File: src/rtl/i2c_target_rx_if.sv
// -----------------------------------------------------------------------------
// i2c_target_rx_if
// Bundles the pad-side I2C lines and the downstream byte handshake of the
// write-only I2C target receiver.
//   scl_in / sda_in : pad levels seen by the target
//   scl_oe / sda_oe : 1 = target pulls the line low (stretch / ACK)
//   rx_data, rx_valid, rx_first, rx_ready : received-byte valid/ready handshake
//   busy            : target addressed, transfer in progress
// Modports: slave = the target receiver, master = bus side / environment.
// -----------------------------------------------------------------------------
interface i2c_target_rx_if;
   logic       scl_in;
   logic       sda_in;
   logic       scl_oe;
   logic       sda_oe;
   logic [7:0] rx_data;
   logic       rx_valid;
   logic       rx_ready;
   logic       rx_first;
   logic       busy;

   modport slave (
      input  scl_in, sda_in, rx_ready,
      output scl_oe, sda_oe, rx_data, rx_valid, rx_first, busy
   );

   modport master (
      output scl_in, sda_in, rx_ready,
      input  scl_oe, sda_oe, rx_data, rx_valid, rx_first, busy
   );
endinterface

File: src/rtl/i2c_target_rx.sv
// -----------------------------------------------------------------------------
// i2c_target_rx
// Write-only I2C target. Detects START/STOP, matches a 7-bit address (write
// only), shifts data bytes in MSB first, ACKs every byte and stretches SCL low
// until the downstream logic accepts the byte.
// Ports:
//   clk  : system clock, at least 8x the SCL rate
//   rst  : asynchronous, active-high reset
//   bus  : i2c_target_rx_if.slave (pad lines, open-drain enables, rx handshake)
// Parameters:
//   ADDR        : 7-bit target address
//   SYNC_STAGES : synchroniser depth for scl_in/sda_in (minimum 2)
// -----------------------------------------------------------------------------
module i2c_target_rx #(
   parameter logic [6:0] ADDR        = 7'h42,
   parameter int          SYNC_STAGES = 2
) (
   input logic             clk,
   input logic             rst,
   i2c_target_rx_if.slave  bus
);

   typedef enum logic [2:0] {
      S_IDLE,
      S_ADDR,
      S_ADDR_ACK,
      S_DATA,
      S_STRETCH,
      S_DATA_ACK,
      S_IGNORE
   } state_t;

   // ---------------------------------------------------------------------------
   // Input synchronisers plus one registered copy for edge detection.
   // Reset to 1 so that leaving reset on an idle bus produces no false edges.
   // ---------------------------------------------------------------------------
   logic [SYNC_STAGES-1:0] r_scl_sync;
   logic [SYNC_STAGES-1:0] r_sda_sync;
   logic                   r_scl_d;
   logic                   r_sda_d;

   // NOTE: sequential state is assigned with non-blocking (<=) only, so every
   // flop samples the pre-edge values regardless of statement order.
   always_ff @(posedge clk or posedge rst) begin
      if (rst) begin
         r_scl_sync <= '1;
         r_sda_sync <= '1;
         r_scl_d    <= 1'b1;
         r_sda_d    <= 1'b1;
      end else begin
         r_scl_sync <= {r_scl_sync[SYNC_STAGES-2:0], bus.scl_in};
         r_sda_sync <= {r_sda_sync[SYNC_STAGES-2:0], bus.sda_in};
         r_scl_d    <= r_scl_sync[SYNC_STAGES-1];
         r_sda_d    <= r_sda_sync[SYNC_STAGES-1];
      end
   end

   logic w_scl_s;
   logic w_sda_s;
   logic w_scl_rise;
   logic w_scl_fall;
   logic w_start;
   logic w_stop;

   assign w_scl_s    = r_scl_sync[SYNC_STAGES-1];
   assign w_sda_s    = r_sda_sync[SYNC_STAGES-1];
   assign w_scl_rise =  w_scl_s & ~r_scl_d;
   assign w_scl_fall = ~w_scl_s &  r_scl_d;
   assign w_start    =  w_scl_s & ~w_sda_s &  r_sda_d;
   assign w_stop     =  w_scl_s &  w_sda_s & ~r_sda_d;

   // ---------------------------------------------------------------------------
   // Protocol FSM with registered outputs
   // ---------------------------------------------------------------------------
   state_t     r_state;
   logic [3:0] r_bit_cnt;
   logic [7:0] r_shift;
   logic       r_first_flag;   // next data byte is the first after the address
   logic       r_pending;      // byte complete in r_shift, rx_data still occupied
   logic       r_scl_oe;
   logic       r_sda_oe;
   logic [7:0] r_rx_data;
   logic       r_rx_valid;
   logic       r_rx_first;
   logic       r_busy;

   logic [7:0] w_byte;
   logic       w_rx_fire;

   assign w_byte    = {r_shift[6:0], w_sda_s};
   assign w_rx_fire = r_rx_valid & bus.rx_ready;

   always_ff @(posedge clk or posedge rst) begin
      if (rst) begin
         // NOTE: the data-path registers are reset too; they are few, and this
         // keeps rx_data at a defined 0 after reset as downstream expects.
         r_state      <= S_IDLE;
         r_bit_cnt    <= 4'd0;
         r_shift      <= 8'h00;
         r_first_flag <= 1'b0;
         r_pending    <= 1'b0;
         r_scl_oe     <= 1'b0;
         r_sda_oe     <= 1'b0;
         r_rx_data    <= 8'h00;
         r_rx_valid   <= 1'b0;
         r_rx_first   <= 1'b0;
         r_busy       <= 1'b0;
      end else begin
         // Downstream handshake
         if (w_rx_fire) begin
            r_rx_valid <= 1'b0;
            r_rx_first <= 1'b0;
         end

         // A byte completed while rx_data was occupied is loaded once it frees
         if (r_pending && !r_rx_valid) begin
            r_rx_data    <= r_shift;
            r_rx_valid   <= 1'b1;
            r_rx_first   <= r_first_flag;
            r_first_flag <= 1'b0;
            r_pending    <= 1'b0;
         end

         if (w_start) begin
            r_state   <= S_ADDR;
            r_bit_cnt <= 4'd0;
            r_sda_oe  <= 1'b0;
            r_scl_oe  <= 1'b0;
            r_pending <= 1'b0;
         end else if (w_stop) begin
            r_state   <= S_IDLE;
            r_sda_oe  <= 1'b0;
            r_scl_oe  <= 1'b0;
            r_busy    <= 1'b0;
            r_pending <= 1'b0;
         end else begin
            case (r_state)
               S_ADDR: begin
                  if (w_scl_rise) begin
                     r_shift   <= w_byte;
                     r_bit_cnt <= r_bit_cnt + 4'd1;
                     if (r_bit_cnt == 4'd7) begin
                        if (w_byte[7:1] == ADDR && !w_byte[0]) begin
                           r_state      <= S_ADDR_ACK;
                           r_busy       <= 1'b1;
                           r_first_flag <= 1'b1;
                        end else begin
                           r_state <= S_IGNORE;
                        end
                     end
                  end
               end

               // First fall: drive ACK for the 9th bit; second fall: release.
               S_ADDR_ACK: begin
                  if (w_scl_fall) begin
                     if (!r_sda_oe) begin
                        r_sda_oe <= 1'b1;
                     end else begin
                        r_sda_oe  <= 1'b0;
                        r_state   <= S_DATA;
                        r_bit_cnt <= 4'd0;
                     end
                  end
               end

               S_DATA: begin
                  if (w_scl_rise && r_bit_cnt < 4'd8) begin
                     r_shift   <= w_byte;
                     r_bit_cnt <= r_bit_cnt + 4'd1;
                     if (r_bit_cnt == 4'd7) begin
                        if (!r_rx_valid) begin
                           r_rx_data    <= w_byte;
                           r_rx_valid   <= 1'b1;
                           r_rx_first   <= r_first_flag;
                           r_first_flag <= 1'b0;
                        end else begin
                           r_pending <= 1'b1;
                        end
                     end
                  end else if (w_scl_fall && r_bit_cnt == 4'd8) begin
                     // SCL is already low here, so stretching cannot cause a
                     // fall of its own.
                     if (!r_rx_valid && !r_pending) begin
                        r_sda_oe <= 1'b1;
                        r_state  <= S_DATA_ACK;
                     end else begin
                        r_scl_oe <= 1'b1;
                        r_state  <= S_STRETCH;
                     end
                  end
               end

               // ACK is set up one clk before SCL is released.
               S_STRETCH: begin
                  if (r_sda_oe) begin
                     r_scl_oe <= 1'b0;
                     r_state  <= S_DATA_ACK;
                  end else if (!r_pending && (!r_rx_valid || bus.rx_ready)) begin
                     r_sda_oe <= 1'b1;
                  end
               end

               S_DATA_ACK: begin
                  if (w_scl_fall) begin
                     r_sda_oe  <= 1'b0;
                     r_state   <= S_DATA;
                     r_bit_cnt <= 4'd0;
                  end
               end

               default: ;  // S_IDLE, S_IGNORE: wait for START/STOP
            endcase
         end
      end
   end

   assign bus.scl_oe   = r_scl_oe;
   assign bus.sda_oe   = r_sda_oe;
   assign bus.rx_data  = r_rx_data;
   assign bus.rx_valid = r_rx_valid;
   assign bus.rx_first = r_rx_first;
   assign bus.busy     = r_busy;

endmodule

File: src/flat_wrapper.sv
// flat-port wrapper written by rule: the top's interface ports become plain ports
module i2c_target_rx_flat 
#(
   parameter logic [6:0] ADDR        = 7'h42,
   parameter int          SYNC_STAGES = 2
)
  (clk, rst, bus_scl_in, bus_sda_in, bus_rx_ready, bus_scl_oe, bus_sda_oe, bus_rx_data, bus_rx_valid, bus_rx_first, bus_busy);
  i2c_target_rx_if bus_i ();
  input logic clk;
  input logic rst;
  input wire logic [$bits(bus_i.scl_in)-1:0] bus_scl_in;
  input wire logic [$bits(bus_i.sda_in)-1:0] bus_sda_in;
  input wire logic [$bits(bus_i.rx_ready)-1:0] bus_rx_ready;
  output wire logic [$bits(bus_i.scl_oe)-1:0] bus_scl_oe;
  output wire logic [$bits(bus_i.sda_oe)-1:0] bus_sda_oe;
  output wire logic [$bits(bus_i.rx_data)-1:0] bus_rx_data;
  output wire logic [$bits(bus_i.rx_valid)-1:0] bus_rx_valid;
  output wire logic [$bits(bus_i.rx_first)-1:0] bus_rx_first;
  output wire logic [$bits(bus_i.busy)-1:0] bus_busy;
  assign bus_i.scl_in = bus_scl_in;
  assign bus_i.sda_in = bus_sda_in;
  assign bus_i.rx_ready = bus_rx_ready;
  assign bus_scl_oe = bus_i.scl_oe;
  assign bus_sda_oe = bus_i.sda_oe;
  assign bus_rx_data = bus_i.rx_data;
  assign bus_rx_valid = bus_i.rx_valid;
  assign bus_rx_first = bus_i.rx_first;
  assign bus_busy = bus_i.busy;
  i2c_target_rx #(.ADDR(ADDR), .SYNC_STAGES(SYNC_STAGES)) u_core (.clk(clk), .rst(rst), .bus(bus_i));
endmodule
File: config.mk
export PLATFORM = sky130hd
export DESIGN_NAME = i2c_target_rx_flat
export DESIGN_NICKNAME = d
export VERILOG_FILES = /design/src/rtl/i2c_target_rx_if.sv /design/src/rtl/i2c_target_rx.sv /design/src/flat_wrapper.sv
export SDC_FILE = /design/constraint.sdc
export NUM_CORES = 1
export LEC_CHECK = 0
export ABC_AREA = 1
export CELL_PAD_IN_SITES_DETAIL_PLACEMENT = 1
export CELL_PAD_IN_SITES_GLOBAL_PLACEMENT = 1
export CORE_MARGIN = 1.5
export CORE_UTILIZATION = 31
export CTS_CLUSTER_SIZE = 12
export DETAILED_ROUTE_END_ITERATION = 8
export PLACE_DENSITY = 0.72
export SLEW_MARGIN = 20
export SYNTH_ARGS = -nofsm -noshare
export SYNTH_HDL_FRONTEND = slang
export SYNTH_SLANG_ARGS = --single-unit
File: constraint.sdc
create_clock -name clk -period 1.6 [get_ports clk]
set_input_delay 0.32 -clock clk [delete_from_list [all_inputs] [get_ports clk]]
set_output_delay 0.32 -clock clk [all_outputs]
set_load 0.03 [all_outputs]
==> results.md, run 1 <==
* Iter 0 DRT Violations at 86
* Final worst hold slack at 0.359 ns
* Worst-margin pin slew at 0.460 ns
* Antenna violations before repair at 0
* Setup violators final at 0
* Arrival time worst endpoint at 1.76 ns
* Total Routing Usage GR at 0.158
* Worst VDD drop at 0.000418 V
* Final Util at 0.402
* Largest delay share family, worst path: flip-flops
* Maxcap violations at 0
* Inserted Diodes at 0
* Tmin final at 1.52 ns
* RSZ-0062 raised after global routing: yes
* CP Buf/Inv Count at 3
* Syn Nets at 258
* Slew Limit Fails at 0
* DRT antenna net count at 0
* Initial Util at 0.327
* Setup crit end kind: flop
* Avg Inst Size Synth at 7.86 um2
* CTS tree: yes
* Wirelength, routed at 4740 um
* Skew-Pair Late Insertion Delay at 0.29 ns
* Commonest cells after routing, fill and taps aside: 75 x nand2_1, 30 x inv_1, 28 x dfrtp_1
* Yosys warns at 0
* Final Hold Fails at 0
* CP dominant cell by count: nand2_1
* Worst Clk Skew at 0.00470 ns
* Port Buf Inserts at 17
* Netlist cell types at 26
* Tightest Hold Check Type: input pin to asynchronous set/reset pin
* CTS Root Buffer Type: clkbuf_8
* Detail Placement HPWL at 3490 um
* DIE AREA at 0.00685 mm2
* GP Congestion at 0.820
* Synth Register Bits at 36
* Crit share post-route at 0.953
* Post-place setup slack at -0.0307 ns
* Vias per inst at 4.80
* Fill cell count at 755
* First-pass GRT wire length at 8020 um
* Clock slew at reported path FFs at 0.08 ns
* Core Box Area at 0.00603 mm2
* Largest net degree at the start of global routing at 37
* Outcome: complete, no violations
* Share of layout cells above drive strength 1 at 0.230
* Critical Path RT at 1.84 ns
* R2R setup slack at 0.08 ns
* Post-Syn Area at 0.00197 mm2
* Die width at 82.8 um
* Fin nets at 288
* Global route total overflow at 0
* Site row count at 28
* WS Path Type: flop to flop
* Slowest-stage cell, CP: dfrtp_1
* Vias in the first global route at 1733
* Max stage delay on crit path at 0.46 ns
* Area growth, synth to finish at 22.8%
* Fin area at 0.00242 mm2
* I/O pins at 18
* DR WL/cell at 13.3 um
* PD cells at 1280 mW/mm2
* Synth Instances at 251
* Cts hold-fix bufs at 0
* Number of buffers created by CTS at 5
* Placed cell area at 0.00227 mm2
* DRC viols at 0
* Startpoint types: flop
* Leakage at 1.18 nW
* Max Clk Rate at 0.656 GHz
* Router iterations before antenna repair at 4
* Worst-case clock buffer depth at 2
* Most common cell after layout, fill and taps aside: nand2_1
* Htree depth at 2
* Total number of vias at 1713
* Die height at 82.8 um
* Setup ws final at 0.0756 ns
* Cell Chain, Critical Path: inv_2 -> nand3_1 -> a21oi_4 -> buf_4 -> nand2_1 -> nand2_1 -> nand2_1 -> inv_1
* Register area share after synthesis at 0.461
* CTS sink cnt at 36
* CP Max Fanout at 6
* Slew headroom at 0.693
[synth_stat cells (all sizes together)]
cell | instances | area (um2)
nand2 | 85 | 339
inv | 37 | 139
o21ai | 32 | 198
dfrtp | 30 | 751
nand3 | 23 | 155
nor2 | 18 | 82.6
a21oi | 8 | 51.3
dfstp | 6 | 158
a31oi | 2 | 12.5
buf | 2 | 22.5
ha | 2 | 25.0
a211oi | 1 | 7.51
clkbuf | 1 | 3.75
nand4 | 1 | 6.26
nor3 | 1 | 5.00
nor3b | 1 | 7.51
xor2 | 1 | 8.76
[tightest hold or removal path: cells and delay by family]
| family | cells | cell delay (ns) |
|---|---|---|
| buffers and inverters | 3 | 0.70 |
[layer usage]
layer / part of all wire / routed length (um) / GRT usage / vias to the layer above
li1: - / - / - / 857
met1: 0.48 / 2270 / 0.196 / 827
met2: 0.48 / 2260 / 0.268 / 20
met3: 0.032 / 153 / 0.0352 / 9
met4: 0.011 / 51 / 0.0583 / 0
met5: 0 / 0 / 0 / -
[path summary, 6_finish.rpt]
kind / end / from / cells after the start
setup / recovery: u_core.r_first_flag / u_core.r_state[1] / 8
hold / removal: u_core.r_shift[2] / rst / 3
setup reg to reg: u_core.r_first_flag / u_core.r_state[1] / 8
hold reg to reg: u_core.r_sda_sync[1] / u_core.r_sda_sync[0] / 0
max in group asynchronous: u_core.r_scl_d / rst / 3
min in group clk: u_core.r_sda_sync[1] / u_core.r_sda_sync[0] / 0
[area by class of cell]
type / count / area (um2) / area share
Multi-Input combinational cell: 176 / 963 / 0.398
Clock buffer: 5 / 68.8 / 0.0284
Inverter: 37 / 139 / 0.0574
Sequential cell: 36 / 911 / 0.376
Timing Repair Buffer: 25 / 226 / 0.0935
Tap cell: 75 / 93.8 / 0.0388
Clock inverter: 3 / 18.8 / 0.00775
[where the power goes]
part | total (mW) | internal [mW] | switching, mW
Sequential | 1.18 | 1.05 | 0.133
Clock | 0.662 | 0.304 | 0.359
Combinational | 1.27 | 0.447 | 0.821
Total | 3.11 | 1.80 | 1.31
[state kept, by name, indices dropped and copies added (netlist names)]
| signal | flops |
|---|---|
| u_core.r_first_flag | 1 |
| u_core.r_sda_sync | 2 |
| u_core.bus.scl_oe | 1 |
| u_core.bus.busy | 1 |
| u_core.bus.rx_data | 8 |
| u_core.r_shift | 8 |
| u_core.bus.rx_first | 1 |
| u_core.r_scl_sync | 2 |
| u_core.r_bit_cnt | 4 |
| u_core.r_sda_d | 1 |
| u_core.r_state | 3 |
| u_core.bus.rx_valid | 1 |
| u_core.r_scl_d | 1 |
| u_core.bus.sda_oe | 1 |
| u_core.r_pending | 1 |
[cell families (layout without fill, tap and decap cells)]
family                   Yosys count  in the layout  share of synthesized area
AO/OA/AOI/OAI                     43             43                      0.136
XOR/XNOR                           1              1                    0.00444
adder cells (fa/ha/maj)            2              2                     0.0127
buffers and inverters             40             70                     0.0838
flip-flops                        36             36                      0.461
AND/OR/NAND/NOR                  129            130                      0.302
[per-stage QoR]
step	cells	power, mW	setup TNS (ns)
after floorplan	251	2.08	0
after global placement	346	2.39	0
after detailed placement	346	2.42	-0.0903
after CTS	354	3.10	0
after global routing	357	3.38	-0.129
final	357	3.11	0
[timing repair]
item	CTS	global route
endpoints found under the setup margin	16	26
endpoints found under the hold margin	0	0
gates cloned	0	1
pin swaps	0	3
gates resized for setup	14	16
setup buffers	0	2
No activity file was read; power rests on OpenSTA's default activity.
==> run 2, diff against run 1 <==
Settings changed: ABC_CLOCK_PERIOD_IN_PS set to 1600.
==> results of run 2 <==
Same layout as run 1: the final DEF is identical, and so are final timing and power.
==> run 3, diff against run 2 <==
Settings changed: CTS_CLUSTER_SIZE 12 to unset, RECOVER_POWER set to 100, TNS_END_PERCENT set to 5.
==> results.md, run 3 (synthesis results as in run 1) <==
* Wire length on met1 at 2280 um (was 2270 um)
* Setup TNS at 0 ns (unchanged)
* Crit share post-route at 0.961 (was 0.953)
* Vias per inst at 4.81 (was 4.80)
* Site row count at 28 (unchanged)
* Maxcap violations at 0 (unchanged)
* Max stage delay on crit path at 0.56 ns (was 0.46 ns)
* Setup violators final at 0 (unchanged)
* Iter 0 DRT Violations at 78 (was 86)
* Seq pwr share at 0.383 (was 0.379)
* CP dominant cell by count: nand2_1 (unchanged)
* WL met2 at 2260 um (about the same)
* Setup ws final at 0.0628 ns (was 0.0756 ns)
* Post-place setup slack at -0.0307 ns (unchanged)
* Area growth, synth to finish at 20.4% (was 22.8%)
* Arrival time worst endpoint at 1.77 ns (was 1.76 ns)
* Fin nets at 286 (was 288)
* Router iterations before antenna repair at 4 (unchanged)
* Share of layout cells above drive strength 1 at 0.211 (was 0.230)
* DRT antenna net count at 0 (unchanged)
* CTS sink cnt at 36 (unchanged)
* CTS tree: yes (unchanged)
* Htree depth at 2 (unchanged)
* Startpoint types: flop (unchanged)
* Worst VDD drop at 0.000414 V (was 0.000418 V)
* Commonest cells after routing, fill and taps aside: 77 x nand2_1, 30 x inv_1, 29 x dfrtp_1 (was 75 x nand2_1, 30 x inv_1, 28 x dfrtp_1)
* Number of buffers created by CTS at 5 (unchanged)
* Core Box Area at 0.00603 mm2 (unchanged)
* First-pass GRT wire length at 8020 um (unchanged)
* DR WL/cell at 13.4 um (was 13.3 um)
* Slew headroom at 0.399 (was 0.693)
* Largest net degree at the start of global routing at 37 (unchanged)
* CP Buf/Inv Count at 3 (unchanged)
* Critical Path RT at 1.84 ns (about the same)
* WS Path Type: flop to flop (unchanged)
* Global route total overflow at 0 (unchanged)
* Tmin final at 1.54 ns (was 1.52 ns)
* Die width at 82.8 um (unchanged)
* Slowest-stage cell, CP: dfstp_2 (was dfrtp_1)
* Clk pwr share at 0.214 (was 0.213)
* I/O pins at 18 (unchanged)
* Post-CTS Setup Inserts at 0 (unchanged)
* Cell Chain, Critical Path: inv_2 -> nand3_2 -> nand2_2 -> a21oi_4 -> buf_4 -> nand2_1 -> nand2_1 -> nand2_1 -> inv_1 (was inv_2 -> nand3_1 -> a21oi_4 -> buf_4 -> nand2_1 -> nand2_1 -> nand2_1 -> inv_1)
* Detail Placement HPWL at 3490 um (unchanged)
* Worst Clk Skew at 0.00447 ns (was 0.00470 ns)
* Tightest Hold Check Type: flop to flop (was input pin to asynchronous set/reset pin)
* Outcome: complete, no violations (unchanged)
* Met3 WL at 151 um (was 153 um)
* Leakage at 1.16 nW (was 1.18 nW)
* Total Routing Usage GR at 0.158 (unchanged)
* Cts hold-fix bufs at 0 (unchanged)
* DIE AREA at 0.00685 mm2 (unchanged)
* Inserted Diodes at 0 (unchanged)
* Setup crit end kind: flop (unchanged)
* Worst-case clock buffer depth at 2 (unchanged)
* Port Buf Inserts at 17 (unchanged)
* Skew-Pair Late Insertion Delay at 0.29 ns (about the same)
* Inst Count DP at 346 (unchanged)
* Largest delay share family, worst path: flip-flops (unchanged)
* Antenna violations before repair at 0 (unchanged)
* Clock slew at reported path FFs at 0.08 ns (about the same)
* Vias in the first global route at 1733 (unchanged)
* Layout Cells excl Fill at 355 (was 357)
* Cell Int Power at 1.77 mW (was 1.80 mW)
* DR top layer: met4 (unchanged)
* RSZ-0062 raised after global routing: yes (unchanged)
* Total number of vias at 1709 (was 1713)
* Comb power frac at 0.404 (was 0.408)
* GP Congestion at 0.820 (unchanged)
* Most common cell after layout, fill and taps aside: nand2_1 (unchanged)
* Placed cell area at 0.00227 mm2 (unchanged)
* Fill cell count at 757 (was 755)
* Final Util at 0.394 (was 0.402)
* PD cells at 1300 mW/mm2 (was 1280 mW/mm2)
* Final Hold Fails at 0 (unchanged)
* Wirelength, routed at 4750 um (was 4740 um)
* Sw Share at 0.424 (was 0.422)
* Die height at 82.8 um (unchanged)
* Slew Limit Fails at 0 (unchanged)
* CP Max Fanout at 6 (unchanged)
* Initial Util at 0.327 (unchanged)
* Max Clk Rate at 0.651 GHz (was 0.656 GHz)
* DRC viols at 0 (unchanged)
* NetSw at 1.31 mW (about the same)
* CTS Root Buffer Type: clkbuf_8 (unchanged)
* Worst-margin pin slew at 0.901 ns (was 0.460 ns)
* Fin area at 0.00237 mm2 (was 0.00242 mm2)
## run 3: cell count changes in the layout (fill, tap and decap cells not counted), sizes merged
cell,delta
buf,-3
clkdlybuf4s50,-3
dlygate4sd3,+3
clkbuf,+1
## run 3: cell type report
class,count,area (um2),share of cell area
Inverter,37,139,0.0585
Clock inverter,3,18.8,0.00790
Tap cell,75,93.8,0.0395
Timing Repair Buffer,23,196,0.0827
Sequential cell,36,910,0.383
Clock buffer,5,68.8,0.0290
Multi-Input combinational cell,176,948,0.399
## run 3: metrics by stage
step                      power, mW  hold WS [ns]
after floorplan                2.08         0.324
after global placement         2.39         0.346
after detailed placement       2.42         0.348
after CTS                      3.10         0.360
after global routing           3.35         0.371
final                          3.08         0.359
## run 3: final timing paths
check,startpoint,endpoint,slack (ns),cells past startpoint
worst max-delay path,u_core.r_sda_sync[1],u_core.r_first_flag,0.06,9
worst min-delay path,u_core.r_sda_sync[0],u_core.r_sda_sync[1],0.36,0
worst max register to register,u_core.r_sda_sync[1],u_core.r_first_flag,0.06,9
worst min register to register,u_core.r_sda_sync[0],u_core.r_sda_sync[1],0.36,0
max in group asynchronous,rst,u_core.r_bit_cnt[0],0.25,3
min in group asynchronous,rst,u_core.r_shift[2],0.73,3
## run 3: repair_timing
action                     4_1_cts  5_1_grt
pin swaps                        0        2
gates resized for setup         14       11
cloned                           0        1
setup endpoints to repair       16       26
## run 3: metal layers
layer,up-vias,track usage
li1,850,-
met1,828,0.196
met2,23,0.268
met3,8,0.0352
met4,0,0.0583
met5,-,0
## run 3: power groups by stage
stage | logic (mW) | registers, mW | clock network, mW
floorplan | 0.878 | 1.20 | 0
global placement | 1.20 | 1.19 | 0
detailed placement | 1.23 | 1.19 | 0
CTS | 1.23 | 1.18 | 0.694
global route | 1.41 | 1.20 | 0.734
finish | 1.24 | 1.18 | 0.658
